==> config.mk <==
export PLATFORM = sky130hd
export DESIGN_NAME = instr_fetch_unit
export DESIGN_NICKNAME = d
export VERILOG_FILES = /design/src/rtl/instr_fetch_unit.sv
export SDC_FILE = /design/constraint.sdc
export NUM_CORES = 1
export LEC_CHECK = 0
export ABC_AREA = 1
export CAP_MARGIN = 20
export CELL_PAD_IN_SITES_DETAIL_PLACEMENT = 0
export CELL_PAD_IN_SITES_GLOBAL_PLACEMENT = 1
export CORE_ASPECT_RATIO = 0.8
export CORE_MARGIN = 2
export CORE_UTILIZATION = 35
export CTS_CLUSTER_SIZE = 25
export DETAILED_ROUTE_END_ITERATION = 8
export GPL_TIMING_DRIVEN = 0
export PLACE_DENSITY_LB_ADDON = 0.05
export SYNTH_ARGS = -nofsm -noshare
export SYNTH_HDL_FRONTEND = slang
export SYNTH_SLANG_ARGS = --single-unit
==> constraint.sdc <==
create_clock -name clk -period 3.88 [get_ports clk]
set_clock_uncertainty 0.15 [all_clocks]
set_input_delay 0.776 -clock clk [delete_from_list [all_inputs] [get_ports clk]]
set_output_delay 0.776 -clock clk [all_outputs]
set_load 0.01 [all_outputs]
==> src/rtl/instr_fetch_unit.sv <==
// Program-counter owner for the 128x8 synchronous program ROM: fetches 1- or 2-byte
// instructions, hands them to the control unit over valid/ready, and takes branch redirects.
module instr_fetch_unit #(
  parameter int          ROM_DEPTH = 128,
  parameter logic [7:0]  RESET_PC  = 8'h00
) (
  input  logic       clk,
  input  logic       reset,
  output logic [7:0] rom_addr,
  input  logic [7:0] rom_data,
  output logic       instr_valid,
  input  logic       instr_ready,
  output logic [7:0] opcode,
  output logic [7:0] operand,
  output logic [7:0] instr_pc,
  output logic       instr_len2,
  output logic       illegal_op,
  input  logic       branch_taken,
  input  logic [7:0] branch_target,
  output logic       fetch_fault
);

  typedef enum logic [2:0] {
    S_ISSUE,
    S_CAP_OP,
    S_CAP_OPR,
    S_HOLD,
    S_FAULT
  } state_t;

  localparam logic [8:0] DEPTH = 9'(ROM_DEPTH);

  state_t     state_q, state_d;
  logic [7:0] pc_q, pc_d;
  logic [7:0] opcode_q, opcode_d;
  logic [7:0] operand_q, operand_d;
  logic [7:0] instr_pc_q, instr_pc_d;
  logic       len2_q, len2_d;
  logic       illegal_q, illegal_d;

  logic       dec_len2;
  logic       dec_legal;
  logic [8:0] pc_wide;
  logic [8:0] pc_plus1_wide;
  logic [7:0] pc_step;

  // Length/legality decode of the opcode byte currently on the ROM bus.
  always_comb begin
    dec_len2  = 1'b0;
    dec_legal = 1'b0;
    case (rom_data) inside
      8'h86, 8'h87, 8'h88, 8'h89, 8'h96, 8'h97, [8'h20:8'h28]: begin
        dec_len2  = 1'b1;
        dec_legal = 1'b1;
      end
      [8'h42:8'h4D]: dec_legal = 1'b1;
      default: begin
        dec_len2  = 1'b0;
        dec_legal = 1'b0;
      end
    endcase
  end

  assign pc_wide       = {1'b0, pc_q};
  assign pc_plus1_wide = {1'b0, pc_q} + 9'd1;
  assign pc_step       = len2_q ? 8'd2 : 8'd1;

  always_comb begin
    state_d    = state_q;
    pc_d       = pc_q;
    opcode_d   = opcode_q;
    operand_d  = operand_q;
    instr_pc_d = instr_pc_q;
    len2_d     = len2_q;
    illegal_d  = illegal_q;

    case (state_q)
      S_ISSUE: begin
        if (pc_wide >= DEPTH) state_d = S_FAULT;
        else                  state_d = S_CAP_OP;
      end
      S_CAP_OP: begin
        opcode_d   = rom_data;
        instr_pc_d = pc_q;
        len2_d     = dec_len2;
        illegal_d  = ~dec_legal;
        if (dec_len2) begin
          if (pc_plus1_wide >= DEPTH) state_d = S_FAULT;
          else                        state_d = S_CAP_OPR;
        end else begin
          operand_d = 8'h00;
          state_d   = S_HOLD;
        end
      end
      S_CAP_OPR: begin
        operand_d = rom_data;
        state_d   = S_HOLD;
      end
      S_HOLD: begin
        if (instr_ready) begin
          pc_d    = pc_q + pc_step;
          state_d = S_ISSUE;
        end
      end
      S_FAULT: state_d = S_FAULT;
      default: state_d = S_FAULT;
    endcase

    // A redirect overrides whatever the fetch sequence wanted, including a handshake.
    if (branch_taken && (state_q != S_FAULT)) begin
      pc_d    = branch_target;
      state_d = S_ISSUE;
    end
  end

  always_ff @(posedge clk) begin
    if (reset) begin
      state_q    <= S_ISSUE;
      pc_q       <= RESET_PC;
      opcode_q   <= 8'h00;
      operand_q  <= 8'h00;
      instr_pc_q <= RESET_PC;
      len2_q     <= 1'b0;
      illegal_q  <= 1'b0;
    end else begin
      state_q    <= state_d;
      pc_q       <= pc_d;
      opcode_q   <= opcode_d;
      operand_q  <= operand_d;
      instr_pc_q <= instr_pc_d;
      len2_q     <= len2_d;
      illegal_q  <= illegal_d;
    end
  end

  // CAP_OP reads ahead one byte so the operand is on the bus by CAP_OPR.
  assign rom_addr    = (state_q == S_CAP_OP) ? (pc_q + 8'd1) : pc_q;
  assign instr_valid = (state_q == S_HOLD);
  assign fetch_fault = (state_q == S_FAULT);
  assign opcode      = opcode_q;
  assign operand     = operand_q;
  assign instr_pc    = instr_pc_q;
  assign instr_len2  = len2_q;
  assign illegal_op  = illegal_q;

endmodule

Yosys cells after proc, flatten, opt, wreduce, memory -nomap -nowiden --
Index checks and enable logic that the tools add are counted.
Word-level totals: register bits 37, latch bits 0, bits in writable memories 0, memory bits (read-only) 0, output and inout port bits 36, logic and storage cells 56, memories 0
Operators by class: $add $sub $neg 3, multiply operators 0, div/mod/pow operators 0, order comparisons 6, equality and inequality tests 13, shifts and indexed selects 0, multiplexer cells 15, bitwise gates (word level) 1, reductions and logical operators 11
Operators by type and width (count):
- == test 8 bit (second input constant) | 6
- two-way mux 8 bit | 5
- case mux 8 bit (2 select lines) | 1
- two-way mux 3 bit | 4
- case mux 3 bit (4 select lines) | 1
- adder 8 x 1 -> 9 bit (second input constant) | 1
- >= comparator 9 x 8 -> 1 bit (second input constant) | 1
- adder 8 x 1 -> 8 bit (second input constant) | 1
- adder 8 x 2 -> 8 bit | 1
- >= comparator 8 x 6 -> 1 bit (second input constant) | 1
- >= comparator 8 x 7 -> 1 bit (second input constant) | 1
- >= comparator 8 bit (second input constant) | 1
- less-or-equal comparator 8 x 6 -> 1 bit (second input constant) | 1
- less-or-equal comparator 8 x 7 -> 1 bit (second input constant) | 1
- OR reduction 7 bit | 1
- == test 3 x 2 -> 1 bit (second input constant) | 2
- nonzero test 2 bit | 3
- AND reduction 2 bit | 2
- == test 3 x 1 -> 1 bit (second input constant) | 1
- == test 3 bit (second input constant) | 1
- logical AND 1 bit | 3
- logical NOT 3 bit | 1
- two-way mux 1 bit | 3
- inequality test 3 bit (second input constant) | 1
- other kinds (5) | 5

Depth between registers and ports, before layout --
Gate-level depths: netlist of run 1.
depth in word-level cells 6, depth in mapped cells 10, gate-level depth less buffers 10

Worst setup path after synthesis of run 1 --
OpenSTA, ideal clock, no wires.
kind register to output, start reg state_q[0], end out rom_addr[6], arrival 1.162 ns, path slack 1.792 ns, cell stages (with the launch flop) 6, path buffers 1, cell sequence dfxtp_1 > inv_1 > nor3_4 > buf_2 > nand3_1 > xor2_1
Between the ends: cells in the longest elaborated chain, start to end 2
Ends and longest elaborated chain:
- start: declaration | RTL line 33 | state_t state_q, state_d;
- start signal: assignment | RTL line 126 | state_q <= state_d;
- == test 3 x 1 -> 1 bit | RTL line 137 | assign rom_addr = (state_q == S_CAP_OP) ? (pc_q + 8'd1) : pc_q;
- two-way mux 8 bit | RTL line 137
- end: declaration | RTL line 9 | output logic [7:0] rom_addr,
Every way passes these cells.

Final worst setup path of run 1 --
start reg pc_q[3], end out rom_addr[7]
Between the ends: cells in the longest elaborated chain, start to end 2
Ends and longest elaborated chain:
- start: declaration | RTL line 34 | logic [7:0] pc_q, pc_d;
- start signal: assignment | RTL line 127 | pc_q <= pc_d;
- adder 8 x 1 -> 8 bit | RTL line 137
- two-way mux 8 bit | RTL line 137
Every way passes these cells.

==> results of run 1 <==
worst max-delay path, cell delays in order (launching register included):
cell and delay, ns:
dfxtp_1 0.43, nand2_1 0.14, nor2_1 0.31, nand3_1 0.15, nand2_1 0.09, nand2_1 0.04, o21ai_0 0.10, clkdlybuf4s50_1 0.57
worst max path at each step:
stage	cells past startpoint	to	slack, ns	from
after floorplan	5	rom_addr[6]	1.79	state_q[0]$_SDFFE_PP0P_
after global placement	5	rom_addr[6]	1.19	state_q[2]$_SDFFE_PP0P_
after detailed placement	6	rom_addr[2]	1.13	state_q[0]$_SDFFE_PP0P_
after CTS	6	rom_addr[2]	0.81	state_q[0]$_SDFFE_PP0P_
after global routing	6	rom_addr[2]	0.65	state_q[0]$_SDFFE_PP0P_
final	7	rom_addr[7]	0.84	pc_q[3]$_SDFFE_PP0P_
metrics by stage:
step / power [W] / utilization
global route: 0.000955 / 0.508
floorplan: 0.000540 / -
global placement: 0.000647 / 0.491
finish: 0.000902 / 0.508
detailed placement: 0.000646 / 0.491
CTS: 0.000909 / 0.508
kinds of logic after synthesis:
family	Yosys count	share of synthesized area
fa+ha+maj	5	0.0369
simple gates	114	0.283
xor+xnor	6	0.0277
buf+inv	41	0.0909
flops	37	0.390
compound gates	63	0.171
metal layers:
layer  share of wire  GRT usage  vias up
li1                -          -      992
met1            0.54      0.305      847
met2            0.39      0.246       60
met3           0.063     0.0355        4
met4          0.0052     0.0417        0
met5               0          0        -
report_power, final:
| group | internal [W] | switching [W] | total, W |
|---|---|---|---|
| registers | 0.000407 | 0.0000203 | 0.000427 |
| logic | 0.000101 | 0.000109 | 0.000211 |
| clock network | 0.000125 | 0.000139 | 0.000264 |
flip-flops by register name (all words and copies together), names as in the netlist:
register	count
state_q	3
illegal_op	1
pc_q	8
operand	8
instr_pc	8
instr_len2	1
opcode	8
cell usage after synthesis (all sizes together):
| master | instances |
|---|---|
| o21ai | 22 |
| or2 | 4 |
| a21oi | 37 |
| fa | 1 |
| o211ai | 4 |
| nor3 | 4 |
| ha | 4 |
| buf | 5 |
| inv | 33 |
| nor2 | 19 |
| nand2 | 53 |
| dfxtp | 37 |
| nand4 | 2 |
| nand3 | 30 |
| xor2 | 6 |
| clkbuf | 3 |
| nand3b | 2 |
layout make-up:
type / count / area [µm²] / area share
repair buffers: 54 / 541 / 0.208
inverters: 33 / 124 / 0.0476
clock inverters: 2 / 10.0 / 0.00385
well taps: 62 / 77.6 / 0.0298
clock buffers: 6 / 72.6 / 0.0279
multi-input cells: 188 / 986 / 0.379
flip-flops and latches: 37 / 741 / 0.285
plain buffers: 8 / 48.8 / 0.0188
==> metrics.yaml, run 1 <==
place_inst: 382
cts_root_buf: "clkbuf_8"
final_layout_size_suffix_gt1_frac: 0.0762
hpwl_mm: 4.11
start_kind: "register"
grt_overflow_total: 0
endpoint_kind: "output port"
num_rows: 23
antenna_found_initial: 0
mappedNetlistArea_um2: 1900
port_buffers: 54
arrival_ns: 2.11
pin_count: 56
totalWireLength_mm: 5.37
drc_errors: 0
max_freq_mhz: 329
layout_min_cycle_time_ns: 3.04
cp_max_fo: 6
powerDensity_nw_per_um2: 347
rr_endpoint: "pc_q[4]$_SDFFE_PP0P_"
holdPathStages: 2
clkTransAtPathRegs_ns: 0.08
finalCritPeriodShare: 0.784
drt-wirelength-per-cell_um: 13.8
initial_core_util: 0.371
die_h_um: 69.9
synth_area_leaders: "dfxtp_1, nand2_1, a21oi_1, nand3_1, inv_1"
worstSetupPathType: "register to output port"
avgSynthCellArea_um2: 7.14
synth_top_area_frac: 0.390
dpl_cell_area_um2: 2520
final_cell_mix: "clkdlybuf4s50_1, nand2_1, a21oi_1, dfxtp_1"
syn_inst: 266
grt_start_max_net_pins: 12
min-delay-path-class: "register to register"
coreArea_um2: 5120
vias: 1903
dp_slack_ns: 1.13
final_nets: 352
instances_no_fill: 390
fin_area_um2: 2600
cts.repair.resized: 0
whs_endpoint: "illegal_op$_SDFFE_PP0P_"
hold_violations: 0
clk_latency_ns: 0.29
worst_slack_ns: 0.840
rsz0062_at_grt: "no"
grt_use_total: 0.187
grt_pass1_vias: 1770
setup_tns_ns: 0
whs_ns: 0.325
rrSetupSlack_ns: 1.98
grt_first_pass_wirelength_mm: 8.89
final-setup-viol-count: 0
outcome: "complete, no violations"
cts_tree: "done"
synth_top_area_cell: "dfxtp_1"
dr.pass1.iters: 4
r2r_start: "pc_q[0]$_SDFFE_PP0P_"
clk_path_buf_depth: 2
cts.sinks: 37
n_fill_cell: 533
synth_nets: 291
design.die.area_um2: 6040
cts_buffers: 5
antenna_cells: 0
hp-start: "illegal_op$_SDFFE_PP0P_"
area_delta_synth_final_pct: 36.9
cap_violations: 0
ant_nets: 0
htreeDepth: 2
slew_viol_final: 0
postCtsSetupRepairBufs: 0
relSlewSlack: 0.576
final_common_cell: "clkdlybuf4s50_1"
ys.warnings.count: 0
cts-hold-fix-buffers: 0
worst-slew-pin-transition_ns: 0.633
ys_seq_area_frac: 0.390
synth_cell_types: 23
synth-seq-cells: 37
p_leak_nw: 0.995
die_w_um: 86.4
routed_via_density: 4.88
worstRegToRegCells: 8
crit_required_ns: 2.95
place.gp.congestion: 0.794
max-vdd-ir-drop_v: 0.000168
drtIter0Drc: 134
Note: power is estimated with default switching activity, not from simulation.
==> run 2: changes to the inputs <==
--- a/config.mk
+++ b/config.mk
@@ -11,7 +11,7 @@
 export CELL_PAD_IN_SITES_GLOBAL_PLACEMENT = 1
 export CORE_ASPECT_RATIO = 0.8
 export CORE_MARGIN = 2
-export CORE_UTILIZATION = 35
+export CORE_UTILIZATION = 33
 export CTS_CLUSTER_SIZE = 25
 export DETAILED_ROUTE_END_ITERATION = 8
 export GPL_TIMING_DRIVEN = 0
==> constraint.sdc (replaced) <==
create_clock -name clk -period 2.8 [get_ports clk]
set_clock_uncertainty 0.15 [all_clocks]
set_input_delay 0.56 -clock clk [delete_from_list [all_inputs] [get_ports clk]]
set_output_delay 0.56 -clock clk [all_outputs]
set_load 0.01 [all_outputs]
==> metrics.yaml, run 2 (same netlist as run 1, synthesis figures left out) <==
crit_required_ns: 2.09  # -0.86 ns
final_cell_mix: "nand2_1, clkdlybuf4s50_1, a21oi_1, dfxtp_1"
finalCritPeriodShare: 0.973
p_leak_nw: 1.11  # +12%
ant_nets: 0  # unchanged
powerDensity_nw_per_um2: 467  # +35%
cts-hold-fix-buffers: 0  # unchanged
num_rows: 24  # +4.3%
antenna_found_initial: 0  # unchanged
slew_viol_final: 0  # unchanged
crit_buf_inv: 1  # unchanged
die_h_um: 71.9  # +2.8%
cts_buffers: 5  # unchanged
endpoint_kind: "output port"
final_nets: 357  # +1.4%
hold_violations: 0  # unchanged
routed_via_density: 4.59  # -6.0%
relSlewSlack: 0.594  # +0.0180
max_freq_mhz: 367
grt_first_pass_wirelength_mm: 8.98  # +1.0%
htreeDepth: 2  # unchanged
crit_chain: "nand2_1 -> nor2_4 -> nand3_1 -> nand2_1 -> nand2_1 -> o21ai_0 -> clkdlybuf4s50_1"
hpwl_mm: 4.23  # +2.8%
drtIter0Drc: 114  # -15%
critical-path-top-delay-family: "simple AND/OR/NAND/NOR gates"
place.gp.congestion: 0.782  # -1.6%
clk_latency_ns: 0.29  # about the same
cp_slowest_cell: "clkdlybuf4s50_1"
cts_tree: "done"
crit_top_cell: "nand2_1"
rsz0062_at_grt: "no"
die_w_um: 88.8  # +2.8%
drc_errors: 0  # unchanged
instances_no_fill: 411  # +5.4%
grt_overflow_total: 0  # unchanged
totalWireLength_mm: 5.62  # +4.5%
dp_slack_ns: 0.269  # -0.866 ns
worst-slew-pin-transition_ns: 0.606  # -0.0269 ns
coreArea_um2: 5500  # +7.3%
rrSetupSlack_ns: 0.82  # -1.16 ns
arrival_ns: 2.02  # -0.09 ns
final_common_cell: "nand2_1"
place_inst: 398  # +4.2%
area_delta_synth_final_pct: 42.0
pin_count: 56  # unchanged
start_kind: "register"
final_layout_size_suffix_gt1_frac: 0.0991  # +0.0229
critPathMaxStageDelay_ns: 0.57  # about the same
final-setup-viol-count: 0  # unchanged
totalPowerFinal_w: 0.00126  # +40%
grt_start_max_net_pins: 12  # unchanged
antenna_cells: 0  # unchanged
worstSetupPathType: "register to output port"
cp_max_fo: 6  # unchanged
setup_tns_ns: 0  # unchanged
worst_slack_ns: 0.0743  # -0.765 ns
grt_use_total: 0.185  # -0.00190
grt_pass1_vias: 1684  # -4.9%
cts_root_buf: "clkbuf_8"
clk_path_buf_depth: 2  # unchanged
utilization: 0.491  # -0.0167
design.die.area_um2: 6380  # +5.7%
initial_core_util: 0.346  # -0.0252
drt-wirelength-per-cell_um: 13.7  # -0.85%
min-delay-path-class: "register to register"
clkTransAtPathRegs_ns: 0.07  # about the same
outcome: "complete, no violations"
dr.pass1.iters: 4  # unchanged
vias: 1885  # -0.95%
cap_violations: 0  # unchanged
cts.sinks: 37  # unchanged
port_buffers: 54  # unchanged
layout_min_cycle_time_ns: 2.73
max-vdd-ir-drop_v: 0.000169  # +0.40%
-- run 2: cell types whose count changed in the layout (fill, tap and decap cells not counted), sizes merged --
cell and delta:
clkdlybuf4s50 -6, buf +5, dlymetal6s2s +6
-- run 2: tightest hold or removal path: cells and delay by family, from the launching register on --
| kind | cells | cell delay, ns |
|---|---|---|
| flops | 1 | 0.32 |
| simple gates | 1 | 0.06 |
| compound gates | 1 | 0.05 |
-- run 2: through the flow --
stage	hold WS, ns	area, µm²
finish	0.322	2700
global placement	0.320	2540
detailed placement	0.311	2540
global route	0.332	2700
floorplan	0.305	1900
CTS	0.320	2630
-- run 2: repair_timing --
| action | CTS | global route |
|---|---|---|
| gates resized for setup | 2 | 13 |
| setup buffers | 1 | 4 |
| pin swaps | 1 | 1 |
| gates cloned | 0 | 0 |
| endpoints found under the setup margin | 4 | 7 |
-- run 2: worst paths after layout --
path / start / endpoint / cells past startpoint
worst max-delay path: pc_q[3]$_SDFFE_PP0P_ / rom_addr[7] / 7
worst min-delay path: illegal_op$_SDFFE_PP0P_ / illegal_op$_SDFFE_PP0P_ / 2
worst min register to register: illegal_op$_SDFFE_PP0P_ / illegal_op$_SDFFE_PP0P_ / 2
worst max register to register: pc_q[0]$_SDFFE_PP0P_ / pc_q[4]$_SDFFE_PP0P_ / 7
-- run 2: layout make-up --
cell class | instances | area, µm²
Buffer | 8 | 61.3
Fill cell | 587 | 2800
Inverter | 33 | 124
Tap cell | 78 | 97.6
Clock buffer | 6 | 72.6
Clock inverter | 2 | 10.0
Multi-Input combinational cell | 188 | 998
Timing Repair Buffer | 59 | 593
Sequential cell | 37 | 741
-- run 2: report_power, final --
part / leakage [nW] / internal [W] / switching, W
Combinational: 0.767 / 0.000150 / 0.000157
Sequential: 0.303 / 0.000564 / 0.0000292
Clock: 0.0450 / 0.000172 / 0.000187
-- run 2: layer usage --
metal  share of wire  wire, µm  GRT usage
met3           0.049       274     0.0357
met5               0         0          0
met1            0.56      3120      0.306
met2            0.39      2190      0.233
met4          0.0061        34     0.0556
